### config.mk
export PLATFORM = sky130hd
export DESIGN_NAME = bidir_shift_stack
export DESIGN_NICKNAME = d
export VERILOG_FILES = /design/src/rtl/bidir_shift_stack.sv
export SDC_FILE = /design/constraint.sdc
export NUM_CORES = 1
export LEC_CHECK = 0
export CAP_MARGIN = 20
export CORE_MARGIN = 1
export CORE_UTILIZATION = 48
export DETAILED_ROUTE_END_ITERATION = 8
export GPL_ROUTABILITY_DRIVEN = 1
export PLACE_DENSITY = 0.8
export SYNTH_ARGS = -nofsm -noshare
export SYNTH_HDL_FRONTEND = slang
export SYNTH_SLANG_ARGS = --single-unit
### constraint.sdc
create_clock -name clk -period 2.5 [get_ports clk]
set_input_delay 0.25 -clock clk [delete_from_list [all_inputs] [get_ports clk]]
set_output_delay 0.25 -clock clk [all_outputs]
set_load 0.05 [all_outputs]
### src/rtl/bidir_shift_stack.sv
// Bidirectional shift stack: push shifts toward the bottom and inserts at the top,
// pop shifts toward the top; sticky overflow/underflow flags with clear.
module bidir_shift_stack #(
    parameter int               DEPTH = 8,
    parameter int               WIDTH = 8,
    parameter logic [WIDTH-1:0] FILL  = {WIDTH{1'b1}}
) (
    input  logic                         clk,
    input  logic                         rst,
    input  logic                         push,
    input  logic                         pop,
    input  logic                         clr_err,
    input  logic [WIDTH-1:0]             d,
    output logic [WIDTH-1:0]             top,
    output logic [DEPTH*WIDTH-1:0]       q_packed,
    output logic [$clog2(DEPTH+1)-1:0]   count,
    output logic                         empty,
    output logic                         full,
    output logic                         overflow,
    output logic                         underflow
);

    localparam int             CW      = $clog2(DEPTH+1);
    localparam logic [CW-1:0]  ZERO_C  = CW'(0);
    localparam logic [CW-1:0]  ONE_C   = CW'(1);
    localparam logic [CW-1:0]  DEPTH_C = CW'(DEPTH);

    logic [WIDTH-1:0] mem_r [DEPTH];
    logic [WIDTH-1:0] mem_s [DEPTH];
    logic [CW-1:0]    count_r;
    logic [CW-1:0]    count_s;
    logic             overflow_r;
    logic             overflow_s;
    logic             underflow_r;
    logic             underflow_s;
    logic             ovf_evt_s;
    logic             unf_evt_s;
    logic             is_empty_s;
    logic             is_full_s;

    assign is_empty_s = (count_r == ZERO_C);
    assign is_full_s  = (count_r == DEPTH_C);

    // Next-state decode for entries, fill level and sticky error flags.
    always_comb begin
        mem_s     = mem_r;
        count_s   = count_r;
        ovf_evt_s = 1'b0;
        unf_evt_s = 1'b0;
        case ({push, pop})
            2'b10: begin
                mem_s[0] = d;
                for (int i = 1; i < DEPTH; i++) begin
                    mem_s[i] = mem_r[i-1];
                end
                if (is_full_s) begin
                    ovf_evt_s = 1'b1;
                end else begin
                    count_s = count_r + ONE_C;
                end
            end
            2'b01: begin
                if (is_empty_s) begin
                    unf_evt_s = 1'b1;
                end else begin
                    for (int i = 0; i < DEPTH-1; i++) begin
                        mem_s[i] = mem_r[i+1];
                    end
                    mem_s[DEPTH-1] = FILL;
                    count_s        = count_r - ONE_C;
                end
            end
            2'b11: begin
                // On empty this degenerates to a plain push; otherwise top is replaced.
                if (is_empty_s) begin
                    mem_s[0] = d;
                    for (int i = 1; i < DEPTH; i++) begin
                        mem_s[i] = mem_r[i-1];
                    end
                    count_s = ONE_C;
                end else begin
                    mem_s[0] = d;
                end
            end
            default: begin
                count_s = count_r;
            end
        endcase
        overflow_s  = ovf_evt_s | (overflow_r  & ~clr_err);
        underflow_s = unf_evt_s | (underflow_r & ~clr_err);
    end

    // State registers with synchronous reset to the fill value.
    always_ff @(posedge clk) begin
        if (rst) begin
            for (int i = 0; i < DEPTH; i++) begin
                mem_r[i] <= FILL;
            end
            count_r     <= ZERO_C;
            overflow_r  <= 1'b0;
            underflow_r <= 1'b0;
        end else begin
            mem_r       <= mem_s;
            count_r     <= count_s;
            overflow_r  <= overflow_s;
            underflow_r <= underflow_s;
        end
    end

    genvar g;
    generate
        for (g = 0; g < DEPTH; g++) begin : g_pack
            assign q_packed[WIDTH*g +: WIDTH] = mem_r[g];
        end
    endgenerate

    assign top       = mem_r[0];
    assign count     = count_r;
    assign empty     = is_empty_s;
    assign full      = is_full_s;
    assign overflow  = overflow_r;
    assign underflow = underflow_r;

endmodule

# Yosys cells after proc, flatten, opt, wreduce, memory -nomap -nowiden

Cells that the tools add are included.

Logic and storage cells: 41
Output and inout bits: 80
Bits in registers: 70
Bits of input ports: 13

Muxes and demuxes: 11
Bitwise logic cells: 5
Add/subtract/negate cells: 2
Equal/unequal tests: 7
Reduce and logical (&&, ||, !) cells: 5

Operator list:

| cell                                                 | number |
|---|---|
| one-hot mux 64 bit (3 select lines)                  | 1 |
| two-way mux 64 bit                                   | 1 |
| two-way mux 56 bit                                   | 1 |
| two-way mux 4 bit                                    | 3 |
| one-hot mux 4 bit (3 select lines)                   | 1 |
| inequality test 2 bit (second input constant)        | 3 |
| adder 4 x 1 -> 4 bit (second input constant)         | 1 |
| equality test 2 bit (second input constant)          | 2 |
| equality test 4 bit (second input constant)          | 1 |
| zero test 4 bit                                      | 1 |
| two-way mux 1 bit                                    | 4 |
| AND reduction 4 bit                                  | 1 |
| subtractor 4 x 1 -> 4 bit (second input constant)    | 1 |
| AND reduction 3 bit                                  | 1 |
| nonzero test 3 bit                                   | 1 |
| bitwise AND 1 bit                                    | 2 |
| equality test 2 x 1 -> 1 bit (second input constant) | 1 |
| bitwise OR 1 bit                                     | 2 |
| AND reduction 2 bit                                  | 1 |
| NOT 1 bit                                            | 1 |

# Logic depth before layout (Yosys ltp)

Depth in word-level cells: 4
Mapped depth: 10
Gate-level depth less buffers: 7

# Least setup slack after synthesis

No wires, ideal clock.

Path kind: flip-flop to flip-flop
Start: register count_r[3], in the netlist count[3]
End: register underflow_r, in the netlist underflow
Cell stages (with the launch flop): 5
Arrival: 2.644 ns
Clock period less this slack: 2.717 ns
Setup time: 0.073 ns
Required time: 2.427 ns
Path buffers: 1
Setup slack: -0.217 ns
Path through: dfxtp_1 -> buf_4 -> nor4_1 -> a22oi_1 -> nor2_1

Longest elaborated chain between the ends: 4

Ends and longest elaborated chain:

| what                   | line | RTL |
|---|---|---|
| from (decl)            | 30   | `logic [CW-1:0] count_r;` |
| from (signal assigned) | 104  | `count_r <= count_s;` |
| zero test 4 bit        | 41   | `assign is_empty_s = (count_r == ZERO_C);` |
| named net empty        | 17   | `output logic empty,` |
| two-way mux 1 bit      | 63   | `if (is_empty_s) begin` |
| two-way mux 1 bit      | 50   | `case ({push, pop})` |
| bitwise OR 1 bit       | 90   | `underflow_s = unf_evt_s \| (underflow_r & ~clr_err);` |
| to (signal assigned)   | 106  | `underflow_r <= underflow_s;` |
| to (decl)              | 34   | `logic underflow_r;` |

The timed path passes the listed nets, and every way through them passes these cells.
A chain may end at the register's enable or synchronous reset.

# Final worst setup path

Start: register count_r[3], in the netlist count[3]
End: output empty

Longest elaborated chain between the ends: 1

Ends and longest elaborated chain:

| what            | line |
|---|---|
| zero test 4 bit | 41 |
| to (decl)       | 17 |

Every way passes these cells.

==> out/results.txt <==
Synthesis Warnings: 0
GPL Wtd Cong: 0.813
Starting Density: 0.500
share of cells above drive strength 1: 0.0808
most frequent cells in the layout: clkdlybuf4s50_1 (90), dfxtp_1 (70), nor2_1 (54)
worst vdd ir: 300 µV
Bufs on Longest Clock Path: 2
status: finished, final reports clean
cell chain of the critical path: nor4_2, clkdlybuf4s50_1
TNS Setup: 0 ns
crit-path max FO: 9
max frequency: 444 MHz
wire length per cell: 15.7 µm
syn_area_per_cell: 8.69 µm²
initial antenna violation count: 0
Leak: 1.52 nW
Tcrit/Tclk final: 0.901
setup repair after global routing missed its margin: false
I/O pin count: 93
Yosys cell types: 33
area grow syn2layout: 31.7%
Finished Layout Cells: 554
Highest Signal Layer: met4
Global Route Usage Sum: 0.234
Pwr Total: 0.00320 W
initial detailed-routing violation count: 258
met3 WL: 596 µm
synthesized flop and latch total: 70
placed cells: 538
EDFF count, synth: 0
clock sink total: 70
Slew headroom: 0.543
setup bufs post-CTS: 0
wl on met1: 3970 µm
HPWL after DPL: 5440 µm
max-cap violation count: 0
pin count of the biggest net entering global routing: 74
power per standard cell area: 711 nW/µm²
Antenna Cells: 0
Worst Hold Class: input port to flop
Setup crit end kind: output pin
ANT nets after route: 0
Final Slew Violations: 0
final wirelength: 8700 µm
router iterations before antenna repair: 5
vias: 3148
die height: 86.3 µm
Mapped Area: 3410 µm²
met2 WL: 4040 µm
PostCTS Resize Cnt: 0
vias in the first global route: 2719
GRT Residual Overflow: 0
Rows: 30
Max Clock Skew: 0.0102 ns
quantity of I/O buffers inserted on ports: 92
Crit Path Class: flop to output pin
CTS tree: built
post-synthesis sequential area ratio: 0.411
Max stage delay cell, worst path: clkdlybuf4s50_1
CTS Buf Count: 9
Final Setup Violations: 0
commonest non-fill, non-tap cell in the layout: clkdlybuf4s50_1
Clock Latency Late Sink: 0.34 ns
Total Nets Final: 467
die width: 86.3 µm
Crit path largest cell delay: 0.86 ns
vias per std cell: 5.68
Post-Syn Instances: 393
core area: 6830 µm²
R2R depth: 5
Hold Buf Count CTS: 0
WP data required: 2.25 ns
Slew @ Worst Pin: 0.686 ns
global-route wire length before repair: 13900 µm
drt drc: 0
hold path cells: 2
# H-tree levels: 3
min Tclk post-route: 2.25 ns
Net Count, Synth: 407
CTS root buffer: clkbuf_8
Die Area: 7450 µm²
final-report hold violation count: 0
Setup crit start kind: flop
clock slew at reported path FFs: 0.06 ns
Synth Flop Type: dfxtp_1
ys async rst share: 0
Arr. time, crit path: 2.00 ns
[through the flow]
stage	hold WS, ns	area (µm²)	setup WS (ns)	utilization
3_5_place_dp	0.518	4310	0.256	0.631
3_3_place_gp	0.499	4310	0.393	0.631
5_1_grt	0.477	4500	0.182	0.658
4_1_cts	0.424	4490	0.0689	0.658
6_report	0.462	4500	0.248	0.658
2_1_floorplan	0.472	3420	0.413	-
[per-layer routing]
layer / vias up / track usage
met5: - / 0
li1: 1543 / -
met4: 0 / 0.0833
met1: 1482 / 0.323
met2: 112 / 0.361
met3: 11 / 0.0514
[final cells by class]
cell class | count | area, µm²
multi-input cells | 271 | 1770
flip-flops and latches | 70 | 1400
repair buffers | 100 | 1020
inverters | 1 | 3.75
clock inverters | 3 | 17.5
well taps | 96 | 120
fillers | 567 | 2330
clock buffers | 13 | 169
[state kept, by name, indices dropped and copies added (netlist names)]
signal,flops
q_packed,56
count,4
underflow,1
overflow,1
top,8
[power by group]
group          leakage, nW  internal, W  switching [W]
registers            0.574      0.00121       0.000111
logic                0.854     0.000363       0.000669
clock network       0.0954     0.000439       0.000409
[kinds of logic after synthesis]
kind of cell               count (synthesis)  synth area share
and+or+nand+nor                          173             0.258
AOI/OAI and AO/OA                         75             0.180
DFF                                       70             0.411
buffers and inverters                     52            0.0821
muxes                                     17            0.0528
xor gates and xnor gates                   5            0.0128
adders and majority gates                  1           0.00367
[synth_stat cells, drive strengths merged (2+ instances only)]
master	number	area [µm²]
a2111oi	48	420
a21oi	9	45.0
a22oi	3	22.5
a31oi	10	62.6
and2	49	307
buf	27	184
clkbuf	24	92.6
dfxtp	70	1400
mux2	8	90.1
mux2i	9	90.1
nand2	2	7.51
nand2b	9	56.3
nand3	2	10.0
nor2	54	203
nor2b	3	18.8
nor3	49	245
nor4	2	12.5
xnor2	3	26.3
xor2	2	17.5
[critical path: cells and delay by family (launching register included)]
family | cells | cell delay (ns)
buffers and inverters | 1 | 0.86
DFF | 1 | 0.43
and+or+nand+nor | 1 | 0.38
[path summary, 6_finish.rpt]
check,end,slack (ns),startpoint
setup / recovery,empty,0.25,count[3]$_SDFFE_PP0P_
hold / removal,count[1]$_SDFFE_PP0P_,0.46,rst
setup reg to reg,q_packed[9]$_SDFFE_PP1P_,0.37,count[3]$_SDFFE_PP0P_
hold reg to reg,top[5]$_SDFFE_PP1P_,0.53,top[5]$_SDFFE_PP1P_
No activity file was read; power rests on OpenSTA's default activity.
